<file path="src/rtl/dmem_arb_pkg.sv">
// Shared types and constants for the data-memory arbiter: FSM states,
// requester ids and default memory geometry.
package dmem_arb_pkg;

  localparam int unsigned ADDR_W_DEF = 6;
  localparam int unsigned DEPTH      = 2 ** ADDR_W_DEF;
  localparam int unsigned MAX_LEN    = 4;

  typedef enum logic {
    IDLE      = 1'b0,
    DMA_BURST = 1'b1
  } state_e;

  typedef enum logic {
    CORE = 1'b0,
    DMA  = 1'b1
  } req_id_e;

endpackage

</file>
<file path="src/rtl/dmem_arbiter_if.sv">
// Bundle of the core, DMA and memory-side signals around the arbiter.
// slave = arbiter view, master = requesters plus memory view.
interface dmem_arbiter_if;

  logic        c_req_i;
  logic        c_we_i;
  logic [31:0] c_addr_i;
  logic [31:0] c_wdata_i;
  logic        c_gnt_o;
  logic        c_rvalid_o;
  logic [31:0] c_rdata_o;

  logic        d_req_i;
  logic        d_we_i;
  logic [31:0] d_addr_i;
  logic [31:0] d_wdata_i;
  logic [1:0]  d_len_i;
  logic        d_gnt_o;
  logic        d_rvalid_o;
  logic [31:0] d_rdata_o;
  logic        d_done_o;

  logic        mem_we_o;
  logic [31:0] mem_addr_o;
  logic [31:0] mem_wdata_o;
  logic [31:0] mem_rdata_i;

  modport slave (
    input  c_req_i, c_we_i, c_addr_i, c_wdata_i,
    output c_gnt_o, c_rvalid_o, c_rdata_o,
    input  d_req_i, d_we_i, d_addr_i, d_wdata_i, d_len_i,
    output d_gnt_o, d_rvalid_o, d_rdata_o, d_done_o,
    output mem_we_o, mem_addr_o, mem_wdata_o,
    input  mem_rdata_i
  );

  modport master (
    output c_req_i, c_we_i, c_addr_i, c_wdata_i,
    input  c_gnt_o, c_rvalid_o, c_rdata_o,
    output d_req_i, d_we_i, d_addr_i, d_wdata_i, d_len_i,
    input  d_gnt_o, d_rvalid_o, d_rdata_o, d_done_o,
    input  mem_we_o, mem_addr_o, mem_wdata_o,
    output mem_rdata_i
  );

endinterface

</file>
<file path="src/rtl/dmem_arb_rr.sv">
// Two-way round-robin pick between core and DMA; on a tie the requester
// that did not win last time is chosen. o_gnt is one-hot {dma, core}.
module dmem_arb_rr
  import dmem_arb_pkg::*;
(
  input  logic       i_req_core,
  input  logic       i_req_dma,
  input  req_id_e    i_last,
  output logic [1:0] o_gnt
);

  always_comb begin
    o_gnt = '0;
    if (i_req_core && i_req_dma) begin
      o_gnt = (i_last == DMA) ? 2'b01 : 2'b10;
    end else if (i_req_core) begin
      o_gnt = 2'b01;
    end else if (i_req_dma) begin
      o_gnt = 2'b10;
    end
  end

endmodule

</file>
<file path="src/rtl/dmem_arbiter.sv">
// Arbitrates a single-ported data memory between single-beat core accesses
// and multi-beat DMA bursts; read data returns one cycle after the grant.
module dmem_arbiter
  import dmem_arb_pkg::*;
#(
  parameter int unsigned ADDR_W  = 6,
  parameter int unsigned MAX_LEN = 4
) (
  input  logic           clk_i,
  input  logic           rst_ni,
  dmem_arbiter_if.slave  bus
);

  localparam int unsigned CNT_W = $clog2(MAX_LEN);

  state_e              r_state, w_state_nxt;
  req_id_e             r_last, w_last_nxt;
  logic [ADDR_W-1:0]   r_base;
  logic                r_base_oob;
  logic                r_we;
  logic [CNT_W-1:0]    r_len;
  logic [CNT_W-1:0]    r_beat, w_beat_nxt;
  logic                r_c_rvalid, r_d_rvalid;
  logic [31:0]         r_c_rdata, r_d_rdata;

  logic [1:0]          w_rr_gnt;
  logic                w_c_gnt, w_d_gnt, w_done, w_latch;
  logic                w_we, w_oob;
  logic [31:0]         w_addr, w_wdata;
  logic [ADDR_W-1:0]   w_beat_addr;
  logic [31:0]         w_rd_data;

  function automatic logic addr_oob(input logic [31:0] a);
    return |a[31:ADDR_W];
  endfunction

  dmem_arb_rr u_rr (
    .i_req_core (bus.c_req_i),
    .i_req_dma  (bus.d_req_i),
    .i_last     (r_last),
    .o_gnt      (w_rr_gnt)
  );

  assign w_beat_addr = r_base + ADDR_W'(r_beat);

  // Everything is gated by rst_ni so outputs read zero while reset is held,
  // even though the grant path is combinational from the request inputs.
  always_comb begin
    w_state_nxt = r_state;
    w_last_nxt  = r_last;
    w_beat_nxt  = r_beat;
    w_c_gnt     = 1'b0;
    w_d_gnt     = 1'b0;
    w_done      = 1'b0;
    w_latch     = 1'b0;
    w_we        = 1'b0;
    w_oob       = 1'b0;
    w_addr      = '0;
    w_wdata     = '0;
    if (rst_ni) begin
      unique case (r_state)
        IDLE: begin
          if (w_rr_gnt[0]) begin
            w_c_gnt    = 1'b1;
            w_we       = bus.c_we_i;
            w_addr     = bus.c_addr_i;
            w_wdata    = bus.c_wdata_i;
            w_oob      = addr_oob(bus.c_addr_i);
            w_last_nxt = CORE;
          end else if (w_rr_gnt[1]) begin
            w_d_gnt    = 1'b1;
            w_latch    = 1'b1;
            w_we       = bus.d_we_i;
            w_addr     = bus.d_addr_i;
            w_wdata    = bus.d_wdata_i;
            w_oob      = addr_oob(bus.d_addr_i);
            w_last_nxt = DMA;
            if (bus.d_len_i[CNT_W-1:0] == '0) begin
              w_done = 1'b1;
            end else begin
              w_state_nxt = DMA_BURST;
              w_beat_nxt  = CNT_W'(1);
            end
          end
        end
        DMA_BURST: begin
          if (!bus.d_req_i) begin
            w_done      = 1'b1;
            w_state_nxt = IDLE;
            w_beat_nxt  = '0;
          end else begin
            w_d_gnt = 1'b1;
            w_we    = r_we;
            w_addr  = {{(32-ADDR_W){1'b0}}, w_beat_addr};
            w_wdata = bus.d_wdata_i;
            w_oob   = r_base_oob;
            if (r_beat == r_len) begin
              w_done      = 1'b1;
              w_state_nxt = IDLE;
              w_beat_nxt  = '0;
            end else begin
              w_beat_nxt = r_beat + CNT_W'(1);
            end
          end
        end
        default: w_state_nxt = IDLE;
      endcase
    end
  end

  assign w_rd_data = w_oob ? '0 : bus.mem_rdata_i;

  always_ff @(posedge clk_i or negedge rst_ni) begin
    if (!rst_ni) begin
      r_state    <= IDLE;
      r_last     <= DMA;
      r_beat     <= '0;
      r_base     <= '0;
      r_base_oob <= 1'b0;
      r_we       <= 1'b0;
      r_len      <= '0;
      r_c_rvalid <= 1'b0;
      r_d_rvalid <= 1'b0;
      r_c_rdata  <= '0;
      r_d_rdata  <= '0;
    end else begin
      r_state    <= w_state_nxt;
      r_last     <= w_last_nxt;
      r_beat     <= w_beat_nxt;
      if (w_latch) begin
        r_base     <= bus.d_addr_i[ADDR_W-1:0];
        r_base_oob <= addr_oob(bus.d_addr_i);
        r_we       <= bus.d_we_i;
        r_len      <= bus.d_len_i[CNT_W-1:0];
      end
      r_c_rvalid <= w_c_gnt && !w_we;
      r_d_rvalid <= w_d_gnt && !w_we;
      if (w_c_gnt && !w_we) r_c_rdata <= w_rd_data;
      if (w_d_gnt && !w_we) r_d_rdata <= w_rd_data;
    end
  end

  assign bus.c_gnt_o     = w_c_gnt;
  assign bus.c_rvalid_o  = r_c_rvalid;
  assign bus.c_rdata_o   = r_c_rdata;
  assign bus.d_gnt_o     = w_d_gnt;
  assign bus.d_rvalid_o  = r_d_rvalid;
  assign bus.d_rdata_o   = r_d_rdata;
  assign bus.d_done_o    = w_done;
  assign bus.mem_we_o    = w_we && !w_oob;
  assign bus.mem_addr_o  = w_addr;
  assign bus.mem_wdata_o = w_wdata;

endmodule

</file>
<file path="src/flat_wrapper.sv">
// flat-port wrapper written by rule: the top's interface ports become plain ports
module dmem_arbiter_flat import dmem_arb_pkg::*;
#(
  parameter int unsigned ADDR_W  = 6,
  parameter int unsigned MAX_LEN = 4
)
  (clk_i, rst_ni, bus_c_req_i, bus_c_we_i, bus_c_addr_i, bus_c_wdata_i, bus_c_gnt_o, bus_c_rvalid_o, bus_c_rdata_o, bus_d_req_i, bus_d_we_i, bus_d_addr_i, bus_d_wdata_i, bus_d_len_i, bus_d_gnt_o, bus_d_rvalid_o, bus_d_rdata_o, bus_d_done_o, bus_mem_we_o, bus_mem_addr_o, bus_mem_wdata_o, bus_mem_rdata_i);
  dmem_arbiter_if bus_i ();
  input  logic clk_i;
  input  logic rst_ni;
  input wire logic [$bits(bus_i.c_req_i)-1:0] bus_c_req_i;
  input wire logic [$bits(bus_i.c_we_i)-1:0] bus_c_we_i;
  input wire logic [$bits(bus_i.c_addr_i)-1:0] bus_c_addr_i;
  input wire logic [$bits(bus_i.c_wdata_i)-1:0] bus_c_wdata_i;
  output wire logic [$bits(bus_i.c_gnt_o)-1:0] bus_c_gnt_o;
  output wire logic [$bits(bus_i.c_rvalid_o)-1:0] bus_c_rvalid_o;
  output wire logic [$bits(bus_i.c_rdata_o)-1:0] bus_c_rdata_o;
  input wire logic [$bits(bus_i.d_req_i)-1:0] bus_d_req_i;
  input wire logic [$bits(bus_i.d_we_i)-1:0] bus_d_we_i;
  input wire logic [$bits(bus_i.d_addr_i)-1:0] bus_d_addr_i;
  input wire logic [$bits(bus_i.d_wdata_i)-1:0] bus_d_wdata_i;
  input wire logic [$bits(bus_i.d_len_i)-1:0] bus_d_len_i;
  output wire logic [$bits(bus_i.d_gnt_o)-1:0] bus_d_gnt_o;
  output wire logic [$bits(bus_i.d_rvalid_o)-1:0] bus_d_rvalid_o;
  output wire logic [$bits(bus_i.d_rdata_o)-1:0] bus_d_rdata_o;
  output wire logic [$bits(bus_i.d_done_o)-1:0] bus_d_done_o;
  output wire logic [$bits(bus_i.mem_we_o)-1:0] bus_mem_we_o;
  output wire logic [$bits(bus_i.mem_addr_o)-1:0] bus_mem_addr_o;
  output wire logic [$bits(bus_i.mem_wdata_o)-1:0] bus_mem_wdata_o;
  input wire logic [$bits(bus_i.mem_rdata_i)-1:0] bus_mem_rdata_i;
  assign bus_i.c_req_i = bus_c_req_i;
  assign bus_i.c_we_i = bus_c_we_i;
  assign bus_i.c_addr_i = bus_c_addr_i;
  assign bus_i.c_wdata_i = bus_c_wdata_i;
  assign bus_c_gnt_o = bus_i.c_gnt_o;
  assign bus_c_rvalid_o = bus_i.c_rvalid_o;
  assign bus_c_rdata_o = bus_i.c_rdata_o;
  assign bus_i.d_req_i = bus_d_req_i;
  assign bus_i.d_we_i = bus_d_we_i;
  assign bus_i.d_addr_i = bus_d_addr_i;
  assign bus_i.d_wdata_i = bus_d_wdata_i;
  assign bus_i.d_len_i = bus_d_len_i;
  assign bus_d_gnt_o = bus_i.d_gnt_o;
  assign bus_d_rvalid_o = bus_i.d_rvalid_o;
  assign bus_d_rdata_o = bus_i.d_rdata_o;
  assign bus_d_done_o = bus_i.d_done_o;
  assign bus_mem_we_o = bus_i.mem_we_o;
  assign bus_mem_addr_o = bus_i.mem_addr_o;
  assign bus_mem_wdata_o = bus_i.mem_wdata_o;
  assign bus_i.mem_rdata_i = bus_mem_rdata_i;
  dmem_arbiter #(.ADDR_W(ADDR_W), .MAX_LEN(MAX_LEN)) u_core (.clk_i(clk_i), .rst_ni(rst_ni), .bus(bus_i));
endmodule
</file>
<file path="config.mk">
export PLATFORM = sky130hd
export DESIGN_NAME = dmem_arbiter_flat
export DESIGN_NICKNAME = d
export VERILOG_FILES = /design/src/rtl/dmem_arb_pkg.sv /design/src/rtl/dmem_arbiter_if.sv /design/src/rtl/dmem_arb_rr.sv /design/src/rtl/dmem_arbiter.sv /design/src/flat_wrapper.sv
export SDC_FILE = /design/constraint.sdc
export NUM_CORES = 1
export LEC_CHECK = 0
export ABC_CLOCK_PERIOD_IN_PS = 2850
export CAP_MARGIN = 25
export CORE_AREA = 2 2 119 121
export CTS_CLUSTER_SIZE = 10
export DETAILED_ROUTE_END_ITERATION = 12
export DIE_AREA = 0 0 121 123
export HOLD_SLACK_MARGIN = 0.08
export PLACE_DENSITY = 0.8
export SETUP_SLACK_MARGIN = 0.05
export SYNTH_ARGS = -nofsm -noshare
export SYNTH_HDL_FRONTEND = slang
export SYNTH_SLANG_ARGS = --single-unit
</file>
<file path="constraint.sdc">
create_clock -name clk_i -period 2.85 [get_ports clk_i]
set_clock_uncertainty 0.1 [all_clocks]
set_input_delay 0.7125 -clock clk_i [delete_from_list [all_inputs] [get_ports clk_i]]
set_output_delay 0.7125 -clock clk_i [all_outputs]
set_load 0.02 [all_outputs]
</file>
### Word-level counts from Yosys, hierarchy flattened

Cells that the tools add are included.

| word-level totals | value |
|---|---|
| flip-flop bits (word level) | 80 |
| logic and storage cells | 86 |
| bits of input ports | 168 |

| cells by class | value |
|---|---|
| bitwise gates (word level) | 1 |
| reductions and logical operators | 12 |
| $add $sub $neg | 2 |
| multiplexer cells | 56 |
| equal/unequal tests | 4 |

Operator list:

| cell | count |
|---|---|
| 32-bit two-way mux | 8 |
| 32-bit case mux with 2 select lines | 2 |
| 26-bit OR reduction | 2 |
| 1-bit two-way mux | 30 |
| 2-bit two-way mux | 9 |
| 1-bit case mux with 2 select lines | 5 |
| 6-bit by 2-bit adder with 6-bit output | 1 |
| 6-bit two-way mux | 1 |
| 2-bit inequality test (second input constant) | 3 |
| 1-bit logical AND | 4 |
| 2-bit case mux with 2 select lines | 1 |
| 4-bit AND reduction | 1 |
| 3-bit AND reduction | 1 |
| 2-bit by 1-bit adder with 2-bit output (second input constant) | 1 |
| 2-bit == test | 1 |
| 1-bit zero test | 2 |
| 2-bit zero test | 1 |
| 2-bit nonzero test | 1 |
| 1-bit NOT | 1 |

### Logic depth before layout (Yosys ltp)

Gate-level depths: netlist of run 1.

| logic depth | value |
|---|---|
| word-level depth | 9 |
| depth in mapped cells | 9 |

### Hierarchy

Synthesis of run 1 repeated with hierarchy kept, for this count alone.

| unflattened totals | value |
|---|---|
| cell total of the unflattened synthesis | 582 |
| area, all modules | 4,814.6 um^2 |

By module, submodules not included:

| module | sequential area each (um^2) | cells an instance | instances | area each (um^2) |
|---|---|---|---|---|
| dmem_arbiter | 2,003.2 | 579 | 1 | 4,795.8 |
| dmem_arb_rr | 0.0 | 3 | 1 | 18.8 |

### Least setup slack after synthesis of run 1

No wires, ideal clock.

| timing | value |
|---|---|
| path type | input to output |
| start point | in bus_d_addr_i[21] |
| end point | out bus_mem_we_o |
| slack | -0.186 ns |
| arrival | 2.223 ns |
| cell stages on the path | 4 |
| path through | or4_4 -> o31ai_2 -> a31oi_1 -> a211oi_1 |

| on the way | value |
|---|---|
| word-level cells in the longest chain between the ends | 7 |

RTL lines:

| item | line | RTL |
|---|---|---|
| from (decl) | flat_wrapper.sv:20 | `input wire logic [$bits(bus_i.d_addr_i)-1:0] bus_d_addr_i;` |
| 26-bit OR reduction | dmem_arbiter.sv:34 | `return \|a[31:ADDR_W];` |
| 1-bit two-way mux | dmem_arbiter.sv:70 | `end else if (w_rr_gnt[1]) begin` |
| 1-bit two-way mux | dmem_arbiter.sv:63 | `if (w_rr_gnt[0]) begin` |
| 1-bit case mux with 2 select lines | dmem_arbiter.sv:61 | `unique case (r_state)` |
| 1-bit two-way mux | dmem_arbiter.sv:60 | `if (rst_ni) begin` |
| 1-bit zero test | dmem_arbiter.sv:150 | `assign bus.mem_we_o = w_we && !w_oob;` |
| 1-bit logical AND | dmem_arbiter.sv:150 |  |
| to (decl) | flat_wrapper.sv:27 | `output wire logic [$bits(bus_i.mem_we_o)-1:0] bus_mem_we_o;` |

Every way passes these cells.

### Worst setup path in the final report of run 1

| timing | value |
|---|---|
| start point | in bus_d_addr_i[31] |
| end point | out bus_mem_we_o |

Same word-level chain as after synthesis.

==> summary.md, run 1 <==
| Metric | Value |
|---|---|
| GP Congestion | 0.886 |
| Simple logic cell fraction of the synthesized area | 18.9% |
| Initial Util | 33.1% |
| Ant. Diodes | 0 |
| Synth warn | 0 |
| Fin crit share | 104% |
| H-tree levels | 3 |
| Seq cells post-synth | 80 |
| Detailed Route Iter0 Violations | 273 |
| Synth Area per Inst | 9.06 sq um |
| DP Cell Count | 996 |
| Overall power | 7.46 mW |
| Maximum vdd ir drop | 0.000393 V |
| Highest metal used | met4 |
| Clock Root Buffer | clkbuf_16 |
| Crit path max-delay cell type | nor4_2 |
| Post-Synthesis Cells | 498 |
| CP max FO | 2 |
| Die height | 123 um |
| Top-count cell post-synth | nand2_1 |
| Area leader, netlist | dfrtp_1 |
| Met3 wire length | 1200 um |
| Failing checks | setup timing |
| WL/cell | 17.8 um |
| CTS tree | done |
| Die area | 14900 sq um |
| Worst path cell trace | clkdlybuf4s15_1 -> nor4_2 -> nand2_1 -> o31ai_4 -> a31oi_2 -> a211oi_2 -> buf_4 |
| Largest net degree at the start of global routing | 74 |
| Slew headroom | 39.6% |
| Post-synthesis compound-gate area fraction | 29.0% |
| Part of the Yosys area used for sequential elements | 44.4% |
| Top cell type's share of synthesized area | 43.8% |
| Final Net Count | 1000 |
| I/O Buffers | 301 |
| Final hold viol count | 0 |
| Leak pwr | 3.64 nW |
| Share of layout cells above drive strength 1 | 29.7% |
| Synth cell count leaders | nand2_1, dfrtp_1, o21ai_2 |
| Post-route DRC | 0 |
| Metal1 wirelength | 6580 um |
| Setup CP Type | input pin to output pin |
| CP top delay family | compound AO/OA/AOI/OAI gates |
| Top cells by area, synth | dfrtp_1, nand2_1, o21ai_2 |
| Antenna violation net count after detailed routing | 0 |
| Worst Setup SP | bus_d_addr_i[31] |
| Core area | 13600 sq um |
| Arrival time worst endpoint | 2150 ps |
| Worst reg2reg setup slack | 610 ps |
| XOR/XNOR Fraction of Synth Area | 1.17% |
| Ys flop type | dfrtp_1 |
| Main combinational cell family by area after synthesis | compound AO/OA/AOI/OAI gates |
| Post-synthesis adder-cell area fraction | 0.999% |
| Area after DPL | 8050 sq um |
| Req. time, crit path | 2040 ps |
| Post-synth ARST share | 100% |
| Reg2reg path depth | 7 |
| Crit end category | output pin |
| Row Count | 43 |
| CTS Hold Bufs | 0 |
| Area delta synth->final | 88.3% |
| Via Count | 5070 |
| Area of the multi-input gates | 2420 sq um |
| Clk_lat worst skew | 340 ps |
| Status | finished, violations left |
| CP Depth | 7 |
| Vias in the first global route | 5115 |
| WL final | 18000 um |
| CP max stage delay | 340 ps |
| Synth unique cells | 44 |
| Crit path time final | 2960 ps |
| Total gr overflow | 0 |
| First-pass GRT wire length | 26900 um |
| Storage element area | 2000 sq um |
| Mapped Area | 4510 sq um |
| RSZ-0062 raised after global routing | true |
| Clk buf depth | 2 |
| CP endpoint | bus_mem_we_o |
| Number of synthesized flops with an enable pin | 0 |
| Worst Path Buf+Inv | 2 |
| Mux cell area share after synthesis | 0% |
| CP Launch Type | input pin |
| Reg2Reg Capture Point | u_core.bus.c_rdata_o[31] |
| Net count after synthesis | 669 |
| Max frequency | 337 MHz |
| Clk slew on worst S/H paths | 60 ps |
| Total GRT Usage | 23.5% |
| Initial antenna violation count | 0 |
| Met2 WL post-DR | 9680 um |
| Via-per-instance ratio | 5.00 |
| Endpoints failing setup | 2 |
| Drt pass-1 iters | 4 |
| Design area | 8490 sq um |
| Reg-to-Reg Start | u_core.r_last |
| Worst setup margin | -113 ps |
| Final-layout fill cell count | 1151 |
| I/O Pins | 302 |
| DP HPWL | 14100 um |
| Power Density | 879 nW/um^2 |
| Chip Width | 121 um |
| Total CTS buffers | 9 |
| Max-cap viol count | 0 |
| CTS Sinks | 80 |
| Worst min path class | input pin to async pin |
| Least-Margin Pin Slew | 906 ps |
| Post-Layout Cell Count | 1014 |
| Pins over their slew limit | 0 |
[how the worst min path moves through the flow]
stage                                         from                       end  slack (ps)  cells after the start
after floorplan                             rst_ni   u_core.bus.c_rdata_o[0]         320                      0
after global placement    u_core.bus.c_rdata_o[28]  u_core.bus.c_rdata_o[28]         360                      2
after detailed placement  u_core.bus.d_rdata_o[24]  u_core.bus.d_rdata_o[24]         360                      2
after CTS                                   rst_ni         u_core.r_base_oob         200                      2
after global routing                        rst_ni               u_core.r_we         200                      2
final                                       rst_ni               u_core.r_we         200                      2
[flip-flops by register name, indices dropped and copies added, names as in the netlist]
name,cells
u_core.r_base_oob,1
u_core.r_len,2
u_core.bus.c_rvalid_o,1
u_core.r_base,6
u_core.r_last,1
u_core.r_state,1
u_core.r_beat,2
u_core.bus.d_rvalid_o,1
u_core.r_we,1
u_core.bus.c_rdata_o,32
u_core.bus.d_rdata_o,32
[cell type report]
type	instances	share of cell area, %
flip-flops and latches	80	23.6
clock buffers	12	3.14
clock inverters	4	0.869
inverters	9	0.398
multi-input cells	369	28.5
repair buffers	360	40.8
well taps	180	2.65
[worst reg2reg max path: cells and delay by family (launching register included)]
kind	cells	cell delay, ps
compound gates	3	630
flops	1	540
buf+inv	2	470
simple gates	2	370
[cell usage in the layout (no fill, tap or decap), types with 2 or more instances in the layout]
master | synthesis | routed
xnor2_1 | 3 | 3
a221oi_1 | 4 | 4
bufinv_16 | 0 | 2
clkdlybuf4s15_2 | 0 | 46
nand3_2 | 1 | 2
a211oi_2 | 0 | 2
clkbuf_16 | 0 | 9
a22oi_1 | 3 | 3
buf_6 | 6 | 9
dlygate4sd2_1 | 0 | 31
buf_2 | 11 | 14
dfrtp_1 | 79 | 78
buf_4 | 1 | 56
nand2_1 | 162 | 162
nor4_2 | 0 | 6
buf_12 | 0 | 7
o21ai_2 | 61 | 61
nand3_1 | 5 | 4
a21oi_1 | 8 | 7
o22a_1 | 2 | 2
nor4_4 | 0 | 2
clkbuf_8 | 0 | 3
nor2_1 | 6 | 6
o21ai_1 | 6 | 7
o21ai_0 | 4 | 3
xor2_1 | 3 | 3
a22o_1 | 57 | 57
and2_4 | 0 | 2
nor4_1 | 11 | 3
nand4_1 | 2 | 2
nor3_1 | 5 | 5
clkdlybuf4s50_1 | 0 | 181
clkdlybuf4s15_1 | 0 | 9
a31oi_1 | 4 | 3
inv_1 | 6 | 5
inv_2 | 3 | 4
ha_4 | 0 | 2
clkbuf_2 | 0 | 6
[repair_timing]
| item | in CTS | in global routing |
|---|---|---|
| gates resized for setup | 312 | 25 |
| setup buffers | 1 | 1 |
| setup endpoints to repair | 68 | 48 |
| pin swaps | 23 | 14 |
[routing by layer]
metal  up-vias  track usage [%]
li1       2432                -
met1      2393             26.0
met2       210             43.6
met3        35             4.61
met4         0             10.5
met5         -                0
[cell families (layout without fill, tap and decap cells)]
logic type / after synthesis / after routing
xor gates and xnor gates: 6 / 6
AOI/OAI and AO/OA: 157 / 157
DFF: 80 / 80
and+or+nand+nor: 203 / 203
buffers and inverters: 49 / 385
adders and majority gates: 3 / 3
[where the power goes]
group	leakage [nW]	total, mW	switching (mW)	internal, mW
clock	0.169	1.29	0.451	0.840
combinational	2.46	4.17	2.20	1.97
sequential	1.02	2.00	0.333	1.67
[through the flow]
| step | setup TNS, ps | utilization (%) | setup slack [ps] | hold slack, ps |
|---|---|---|---|---|
| after global placement | -45030 | 59.1 | -1040 | 358 |
| after CTS | -105 | 62.2 | -98.0 | 197 |
| final | -151 | 62.4 | -113 | 203 |
| after floorplan | 0 | - | 77.5 | 317 |
| after global routing | -272 | 62.4 | -163 | 205 |
| after detailed placement | -48490 | 59.1 | -1070 | 365 |
Power figures use the tool's default switching activity.
==> inputs of run 2 (changes only) <==
ABC_CLOCK_PERIOD_IN_PS = default   (was 2850)
==> results of run 2 <==
Final layout, timing and power as in run 1 (identical DEF).
==> inputs of run 3 (changes only) <==
ABC_CLOCK_PERIOD_IN_PS = 2850   (was default)
==> results of run 3 <==
Final layout, timing and power as in run 1 (identical DEF).
